`config.mk`:
```
export PLATFORM = sky130hd
export DESIGN_NAME = cesa_arbiter
export DESIGN_NICKNAME = d
export VERILOG_FILES = /design/src/rtl/cesa_arb_pkg.sv /design/src/rtl/cesa32_4.sv /design/src/rtl/cesa_arbiter.sv
export SDC_FILE = /design/constraint.sdc
export NUM_CORES = 1
export LEC_CHECK = 0
export ABC_CLOCK_PERIOD_IN_PS = 6760
export CAP_MARGIN = 0
export CELL_PAD_IN_SITES_DETAIL_PLACEMENT = 1
export CELL_PAD_IN_SITES_GLOBAL_PLACEMENT = 2
export CORE_MARGIN = 2
export CORE_UTILIZATION = 33
export DETAILED_ROUTE_END_ITERATION = 10
export GPL_TIMING_DRIVEN = 0
export PLACE_DENSITY = 0.94
export SYNTH_ARGS = -nofsm -noshare
export SYNTH_HDL_FRONTEND = slang
export SYNTH_HIERARCHICAL = 1
export SYNTH_SLANG_ARGS = --single-unit
```
`constraint.sdc`:
```
create_clock -name clk_i -period 6.76 [get_ports clk_i]
set_clock_uncertainty 0.1 [all_clocks]
set_input_delay 1.352 -clock clk_i [delete_from_list [all_inputs] [get_ports clk_i]]
set_output_delay 1.352 -clock clk_i [all_outputs]
set_load 0.005 [all_outputs]
```
`src/rtl/cesa_arb_pkg.sv`:
```
// cesa_arb_pkg -- shared definitions for the two-port shared-adder arbiter.
//   OP_W    : operand width fed to the shared adder
//   RES_W   : result width (operand width plus carry-out)
//   state_e : arbiter FSM states
package cesa_arb_pkg;

  localparam int OP_W  = 32;
  localparam int RES_W = 33;

  typedef enum logic [1:0] {
    IDLE = 2'd0,
    EXEC = 2'd1,
    INC  = 2'd2,
    RESP = 2'd3
  } state_e;

endpackage

```
`src/rtl/cesa32_4.sv`:
```
// cesa32_4 -- 32-bit carry-select adder built from eight 4-bit blocks.
// Each block precomputes its sum for carry-in 0 and 1; the ripple of block
// carries only drives the select muxes.
// Ports:
//   a_i, b_i : 32-bit operands
//   cin_i    : carry-in
//   sum_o    : 32-bit sum
//   cout_o   : carry-out
module cesa32_4 (
  input  logic [31:0] a_i,
  input  logic [31:0] b_i,
  input  logic        cin_i,
  output logic [31:0] sum_o,
  output logic        cout_o
);

  logic [8:0] carry;

  assign carry[0] = cin_i;

  genvar gi;
  generate
    for (gi = 0; gi < 8; gi++) begin : g_blk
      logic [4:0] sum_c0;
      logic [4:0] sum_c1;

      assign sum_c0 = {1'b0, a_i[4*gi +: 4]} + {1'b0, b_i[4*gi +: 4]};
      // a + b + 1 never exceeds 5 bits for 4-bit operands.
      assign sum_c1 = sum_c0 + 5'd1;

      assign sum_o[4*gi +: 4] = carry[gi] ? sum_c1[3:0] : sum_c0[3:0];
      assign carry[gi+1]      = carry[gi] ? sum_c1[4]   : sum_c0[4];
    end
  endgenerate

  assign cout_o = carry[8];

endmodule

```
`src/rtl/cesa_arbiter.sv`:
```
// cesa_arbiter -- round-robin arbiter sharing one 32-bit adder between two
// requesters. One operation is in flight at a time:
//   IDLE -> EXEC -> RESP           (add)
//   IDLE -> EXEC -> INC -> RESP    (sub, only with CESA_ARB_SUB_EN)
// Subtraction is a + ~b in EXEC followed by +1 in INC; the result carry is
// the OR of both carries.
// Build option: define CESA_ARB_SUB_EN to honour reqN_sub_i; otherwise every
// operation is an add and the INC state is not built.
// Ports:
//   clk_i, rst_ni                 : clock, async active-low reset
//   reqN_valid_i / reqN_ready_o   : request handshake for port N (0/1)
//   reqN_a_i, reqN_b_i, reqN_sub_i: operands and operation for port N
//   rsp_valid_o / rsp_ready_i     : response handshake
//   rsp_sum_o                     : 33-bit result, bit 32 = carry-out
//   rsp_src_o                     : port that issued the result
// Parameter RESET_PRIO: port holding priority after reset (0 or 1).
module cesa_arbiter
  import cesa_arb_pkg::*;
#(
  parameter int RESET_PRIO = 0
) (
  input  logic             clk_i,
  input  logic             rst_ni,
  input  logic             req0_valid_i,
  output logic             req0_ready_o,
  input  logic [OP_W-1:0]  req0_a_i,
  input  logic [OP_W-1:0]  req0_b_i,
  input  logic             req0_sub_i,
  input  logic             req1_valid_i,
  output logic             req1_ready_o,
  input  logic [OP_W-1:0]  req1_a_i,
  input  logic [OP_W-1:0]  req1_b_i,
  input  logic             req1_sub_i,
  output logic             rsp_valid_o,
  input  logic             rsp_ready_i,
  output logic [RES_W-1:0] rsp_sum_o,
  output logic             rsp_src_o
);

  state_e            state_reg, state_next;
  logic              prio_reg, prio_next;
  logic              src_reg, src_next;
  logic [OP_W-1:0]   a_reg, a_next;
  logic [OP_W-1:0]   b_reg, b_next;
  logic [RES_W-1:0]  result_reg, result_next;
`ifdef CESA_ARB_SUB_EN
  logic              sub_reg, sub_next;
`else
  logic              unused_sub;
  assign unused_sub = req0_sub_i ^ req1_sub_i;
`endif

  logic              winner;
  logic [OP_W-1:0]   add_a, add_b, add_sum;
  logic              add_cout;

  // Lone requester wins; on a tie the priority pointer decides.
  assign winner = (req0_valid_i && req1_valid_i) ? prio_reg : req1_valid_i;

  cesa32_4 u_adder (
    .a_i    (add_a),
    .b_i    (add_b),
    .cin_i  (1'b0),
    .sum_o  (add_sum),
    .cout_o (add_cout)
  );

  always_comb begin
    state_next   = state_reg;
    prio_next    = prio_reg;
    src_next     = src_reg;
    a_next       = a_reg;
    b_next       = b_reg;
    result_next  = result_reg;
`ifdef CESA_ARB_SUB_EN
    sub_next     = sub_reg;
`endif
    req0_ready_o = 1'b0;
    req1_ready_o = 1'b0;
    add_a        = a_reg;
    add_b        = b_reg;

    case (state_reg)
      IDLE: begin
        if (req0_valid_i || req1_valid_i) begin
          // Gated by rst_ni so no handshake is signalled while in reset.
          req0_ready_o = rst_ni && !winner;
          req1_ready_o = rst_ni && winner;
          a_next       = winner ? req1_a_i : req0_a_i;
          b_next       = winner ? req1_b_i : req0_b_i;
`ifdef CESA_ARB_SUB_EN
          sub_next     = winner ? req1_sub_i : req0_sub_i;
`endif
          src_next     = winner;
          prio_next    = !winner;
          state_next   = EXEC;
        end
      end
      EXEC: begin
`ifdef CESA_ARB_SUB_EN
        add_b       = sub_reg ? ~b_reg : b_reg;
        state_next  = sub_reg ? INC : RESP;
`else
        state_next  = RESP;
`endif
        result_next = {add_cout, add_sum};
      end
`ifdef CESA_ARB_SUB_EN
      INC: begin
        add_a       = result_reg[OP_W-1:0];
        add_b       = 32'd1;
        result_next = {result_reg[OP_W] | add_cout, add_sum};
        state_next  = RESP;
      end
`endif
      RESP: begin
        if (rsp_ready_i) begin
          state_next = IDLE;
        end
      end
      default: begin
        state_next = IDLE;
      end
    endcase
  end

  always_ff @(posedge clk_i or negedge rst_ni) begin
    if (!rst_ni) begin
      state_reg  <= IDLE;
      prio_reg   <= 1'(RESET_PRIO);
      src_reg    <= 1'b0;
      a_reg      <= '0;
      b_reg      <= '0;
      result_reg <= '0;
`ifdef CESA_ARB_SUB_EN
      sub_reg    <= 1'b0;
`endif
    end else begin
      state_reg  <= state_next;
      prio_reg   <= prio_next;
      src_reg    <= src_next;
      a_reg      <= a_next;
      b_reg      <= b_next;
      result_reg <= result_next;
`ifdef CESA_ARB_SUB_EN
      sub_reg    <= sub_next;
`endif
    end
  end

  assign rsp_valid_o = (state_reg == RESP);
  assign rsp_sum_o   = result_reg;
  assign rsp_src_o   = src_reg;

endmodule

```
==> out/metrics.cfg <==
[timing]
tightestPinTransition_ns = 0.646
setup_viol = 0
max_slew_margin_pct = 57.0
drv_slew = 0
min_period_ns = 5.44
max_freq_mhz = 184
finalHoldViolCount = 0
post-route-period-util_pct = 80.5
rsz0062_at_grt = false

[finish]
drive_gt1_share_pct = 12.3
fillers = 2239
largest_reg_flops = 33
nNetsFinal = 1033
fin_util_pct = 45.9
design_area_mm2 = 0.00897
diodes = 0
syn2layout_area_growth_pct = 35.7

[setup_path]
r2r_slack_ns = 1.32
crit_path_end_kind = flop
ff2ff_path_depth = 14
critPathRequiredTime_ns = 6.90
critPathMaxStageDelay_ns = 0.55
path_common_cell = mux2i_1
crit_arrival_ns = 5.57
crit_chain = ha_1, fa_1, or4bb_1, o21ai_0, o31ai_1, a221oi_2, mux2i_1, mux2i_1, mux2i_1, mux2i_2, mux2i_4, xnor2_2, mux2_4, mux2_4
slowest_stage = mux2i_1
crit_fanout = 5
start_kind = flop
regToRegStartpoint = add_b[4]
r2r_end = rsp_sum_o[29]
setup.worst_path.class = flop to flop

[routing]
ant_nets = 0
totalWireLength_um = 22200
avgRoutedWirePerCell_um = 19.8
num_vias = 6020
drc = 0
vias_per_cell = 5.38
drt-pass1-iter-count = 4
drt_iter0_markers = 286

[global_routing]
grt_usage_pct = 21.3
grt_pass1_wl_um = 35900
grt_max_degree = 60
antenna_found_initial = 0
grt_overflow = 0
grt_pass1_vias = 6444

[placed_design]
dp_hpwl_um = 16900
routabilityCongestion = 0.809
dpl_cell_area_mm2 = 0.00867
port_buffers = 169

[synthesis]
synth_seq_cells = 101
async_flop_share_pct = 100
synthFlopType = dfrtp_1
ys_types = 50
syn_inst = 665
synthTopCellsByArea = dfrtp_1 38%, ha_1 7.6%, mux2_4 7.0%
synth.avg_cell_area_um2 = 9.94
seq_area_frac_synth_pct = 38.2
yosys_warnings = 6
syn-cell-area_mm2 = 0.00661
ys_top_cells_by_count = 101 x dfrtp_1, 82 x a21oi_1, 70 x nand3_1
synth_most_common_cell = dfrtp_1
synth_edf_count = 0
synth_top_area_share_pct = 38.2
synth_largest_area_cell = dfrtp_1

[flow_run]
maxCapViolCount = 0

[hold_path]
hold_depth = 1
hold_start = rsp_sum_o[16]
min_to = rsp_sum_o[16]
hold_class = flop to flop

[clock_network]
cts_resized = 0
cts_root_buf = clkbuf_16
clock_path_buffers = 2
clk_latency_ns = 0.36
cts.sinks = 101
cts_setup_buffers = 0
cts_max_level = 3
cts_hold_buf = 0
cts_buffers = 9
clkSlewWorstSetupHoldPaths_ns = 0.07
cts_tree = done

[floorplanning]
start_util_pct = 33.8
die_h_um = 146
die_w_um = 146
std_cell_rows = 51
die_area_mm2 = 0.0212
io_pins = 172
core_area_mm2 = 0.0195

[outcome]
status = completed

[power_and_ir_drop]
max-vdd-ir-drop_uv = 150
cellPowerDensity_mw_per_mm2 = 586
leakagePower_nw = 3.66

power breakdown:
part | internal [mW] | switching [mW]
clock network | 0.297 | 0.233
registers | 0.937 | 0.253
logic | 1.86 | 1.68
worst max-delay path, delay by kind of cell (launching register included):
kind                     cells  cell delay, ns
AO/OA/AOI/OAI                3            0.68
multiplexers                 7            2.78
flip-flops                   1            0.41
XOR/XNOR                     1            0.18
adder cells (fa/ha/maj)      2            0.66
AND/OR/NAND/NOR              1            0.51
logic make-up (layout without fill, tap and decap cells):
| group | after synthesis | in the layout | share of synthesized area (%) |
|---|---|---|---|
| compound gates | 237 | 237 | 20.3 |
| simple gates | 125 | 125 | 10.2 |
| flops | 101 | 101 | 38.2 |
| buf+inv | 57 | 243 | 4.60 |
| mux | 49 | 49 | 10.2 |
| fa+ha+maj | 48 | 48 | 10.0 |
| xor+xnor | 47 | 47 | 6.34 |
| other cells | 1 | 5 | 0.0567 |
how the worst max path moves through the flow:
| stage | startpoint | endpoint | slack [ns] |
|---|---|---|---|
| after floorplan | a_reg[4] | rsp_sum_o[29] | 2.16 |
| after global placement | rst_ni | req0_ready_o | -1.29 |
| after detailed placement | add_b[4] | rsp_sum_o[29] | 1.31 |
| after CTS | add_b[4] | rsp_sum_o[29] | 1.30 |
| after global routing | add_b[4] | rsp_sum_o[29] | 1.10 |
| final | add_b[4] | rsp_sum_o[29] | 1.32 |
stage by stage:
stage / cells / total power [mW] / setup TNS (ns) / setup slack, ns / hold WS (ns)
3_5_place_dp: 1104 / 4.72 / 0 / 1.31 / 0.397
4_1_cts: 1120 / 5.28 / 0 / 1.30 / 0.415
2_1_floorplan: 669 / 3.75 / 0 / 2.16 / 0.404
5_1_grt: 1120 / 5.71 / 0 / 1.10 / 0.420
6_report: 1120 / 5.26 / 0 / 1.32 / 0.410
3_3_place_gp: 1103 / 4.57 / -2.58 / -1.29 / 0.391
area by class of cell:
class	count	area (um2)	area share, %
plain buffers	53	289	3.22
clock buffers	12	246	2.75
clock inverters	4	47.5	0.530
inverters	4	15.0	0.167
flip-flops and latches	101	2530	28.2
well taps	265	332	3.70
multi-input cells	511	3790	42.3
repair buffers	170	1720	19.1
metal layers:
| metal | track usage (%) | up-vias | part of all wire [%] |
|---|---|---|---|
| li1 | - | 2838 | - |
| met1 | 29.2 | 2997 | 46 |
| met2 | 34.9 | 160 | 47 |
| met3 | 3.07 | 25 | 4.5 |
| met4 | 6.86 | 0 | 2.2 |
| met5 | 0 | - | 0 |
placed cells by master (no fill, tap or decap), types with 5 or more instances in the layout:
master	Yosys	routed
a21o_1	16	16
a21oi_1	82	82
a31oi_1	64	64
buf_2	30	30
buf_4	8	9
clkbuf_1	11	13
clkbuf_16	0	9
clkdlybuf4s50_1	0	168
conb_1	1	5
dfrtp_1	101	101
fa_1	8	8
ha_1	40	40
mux2_2	10	10
mux2_4	31	31
mux2i_1	6	6
nand2_1	15	15
nand3_1	70	70
nand3b_1	5	5
nand4_1	7	7
nor2_1	6	6
o21ai_0	43	43
o21ai_1	23	23
xnor2_1	29	29
xor2_1	17	17
(Power assumes the default switching activity.)
==> RTL edit, RTL diff (same settings) <==
Encoding of `state_e`: now Gray code (2 bits for 4 states).
--- a/src/rtl/cesa_arb_pkg.sv
+++ b/src/rtl/cesa_arb_pkg.sv
@@ -9,8 +9,8 @@
 
   typedef enum logic [1:0] {
-    IDLE = 2'd0,
-    EXEC = 2'd1,
-    INC  = 2'd2,
-    RESP = 2'd3
+    IDLE = 2'b00,
+    EXEC = 2'b01,
+    INC  = 2'b11,
+    RESP = 2'b10
   } state_e;
 
Behaviour: same outputs for any inputs over 10 cycles, from zero or initial values and one cycle with rst_ni low; not proved beyond that.
==> RTL edit against the original RTL <==
Total power decreased by 4.3%. Die area increased by 1.4%. Sequential cell count unchanged. Routed wire length decreased by 3.2%. Non-clock buffer count increased by 1. Area after synthesis increased by 1.4%. Setup slack improved by 0.020 ns. Design area increased by 0.84%. Count of clock-buffer cells in the layout unchanged. Critical endpoint unchanged. Largest power group unchanged.
==> RTL edit: results (changes against the original RTL) <==
| Metric | Value |
|---|---|
| Outcome | `finished clean (unchanged)` |
| Drt pass-1 iters | `4 (unchanged)` |
| CTS Buffer Depth | `2 (unchanged)` |
| Post-CTS Setup Inserts | `0 (unchanged)` |
| Fraction of layout cells with a size suffix above 1 | `11.81% (was 12.28%)` |
| Sequential area share after synthesis | `37.71% (was 38.24%)` |
| Largest cells by area after synthesis | `dfrtp_1, a31oi_2, ha_1 (was dfrtp_1, ha_1, mux2_4)` |
| CTS root buf | `clkbuf_16 (unchanged)` |
| Worst-Skew Late Latency | `0.36 ns (about the same)` |
| Detailed Place HPWL | `16470 um (was 16850 um)` |
| Nets | `1033 (unchanged)` |
| Crit path max fanout | `5 (unchanged)` |
| Worst slew margin | `60.39% (was 56.96%)` |
| Count of cell types in the netlist | `47 (was 50)` |
| Ys async rst share | `100.0% (unchanged)` |
| IO Port Bufs | `169 (unchanged)` |
| Max reg flops | `33 (unchanged)` |
| Largest net degree at the start of global routing | `64 (was 60)` |
| Detailed Route Iter0 Violations | `203 (was 286)` |
| CTS clock-pin slew for the worst setup and hold paths | `about 0.08 ns` |
| Maximum VDD drop | `0.1828 mV (was 0.1497 mV)` |
| Cts repair resizes | `0 (unchanged)` |
| Avg Vias per Cell | `5.272 (was 5.375)` |
| Via count | `5931 (was 6020)` |
| H-tree levels | `3 (unchanged)` |
| Vias in the first global route | `6292 (was 6444)` |
| Total track usage | `20.51% (was 21.32%)` |
| Synth top cells by count | `dfrtp_1, a21oi_1, nand3_1 (unchanged)` |
| ANT cells | `0 (unchanged)` |
| Num CTS Buffers | `9 (unchanged)` |
| DP Cell Count | `1109 (was 1104)` |
| Initial antenna violation count | `0 (unchanged)` |
| Worst path max stage delay | `0.49 ns (was 0.55 ns)` |
| Filler cells | `2291 (was 2239)` |
| Routed len/inst | `19.10 um (was 19.81 um)` |
| Syn_area_per_cell | `10.08 sq um (was 9.938 sq um)` |
| Max stage delay cell, worst path | `or4bb_1 (was mux2i_1)` |
| GPL Wtd Cong | `0.8309 (was 0.8092)` |
| Leakage | `3.461 nW (was 3.664 nW)` |
| Yosys warns | `6 (unchanged)` |
| First-pass GRT wire length | `34460 um (was 35870 um)` |
| Tightest Hold Check Type | `flip-flop to flip-flop (unchanged)` |
[RTL edit: stage by stage]
stage	hold WS (ns)	setup TNS (ns)	worst slack [ns]	area, sq um
2_1_floorplan	0.3889	0	2.150	6716
3_3_place_gp	0.3762	-2.699	-1.385	8746
3_5_place_dp	0.3823	0	1.327	8771
4_1_cts	0.3980	0	1.320	9041
5_1_grt	0.4208	0	1.042	9041
6_report	0.3940	0	1.342	9041
[RTL edit: power breakdown]
part | internal [mW] | total (mW) | switching, mW
Clock | 0.259 | 0.500 | 0.241
Combinational | 1.66 | 3.36 | 1.69
Sequential | 0.932 | 1.17 | 0.240
[RTL edit: logic make-up (layout without fill, tap and decap cells)]
| group | after synthesis | in the layout | synth area share [%] |
|---|---|---|---|
| AO/OA/AOI/OAI | 236 | 236 | 23.62 |
| XOR/XNOR | 47 | 47 | 6.255 |
| adder cells (fa/ha/maj) | 48 | 48 | 9.858 |
| buffers and inverters | 59 | 245 | 4.145 |
| flip-flops | 101 | 101 | 37.71 |
| multiplexers | 49 | 49 | 8.383 |
| other | 1 | 5 | 0.05596 |
| AND/OR/NAND/NOR | 124 | 124 | 9.970 |
[RTL edit: worst paths after layout]
kind                       slack (ns)  cells past startpoint                 startpoint                   endpoint
setup / recovery                 1.34                     14       a_reg[4]$_DFFE_PN0P_  rsp_sum_o[29]$_DFFE_PN0N_
hold / removal                   0.39                      1  rsp_sum_o[16]$_DFFE_PN0N_  rsp_sum_o[16]$_DFFE_PN0N_
setup reg to reg                 1.34                     14       a_reg[4]$_DFFE_PN0P_  rsp_sum_o[29]$_DFFE_PN0N_
hold reg to reg                  0.39                      1  rsp_sum_o[16]$_DFFE_PN0N_  rsp_sum_o[16]$_DFFE_PN0N_
max in group asynchronous        4.95                      2                     rst_ni  rsp_sum_o[20]$_DFFE_PN0N_
min in group asynchronous        0.88                      1                     rst_ni   rsp_sum_o[0]$_DFFE_PN0N_
[RTL edit: critical path, delay by kind of cell (launching register included)]
kind / cells / cell delay, ns
multiplexers: 7 / 2.81
adder cells (fa/ha/maj): 2 / 0.69
AND/OR/NAND/NOR: 1 / 0.49
AO/OA/AOI/OAI: 3 / 0.63
flip-flops: 1 / 0.41
XOR/XNOR: 1 / 0.18
[RTL edit: area by class of cell]
class	instances	area share [%]
repair buffers	170	18.99
flip-flops and latches	101	27.95
well taps	270	3.737
inverters	5	0.2076
multi-input cells	509	43.26
plain buffers	54	2.865
clock inverters	4	0.2629
clock buffers	12	2.726
[RTL edit: per-layer routing]
layer	wire [um]	up-vias	track usage [%]
met4	250	0	5.000
met5	0	-	0
li1	-	2824	-
met1	9947	2939	28.13
met2	10220	155	33.82
met3	1064	13	3.594
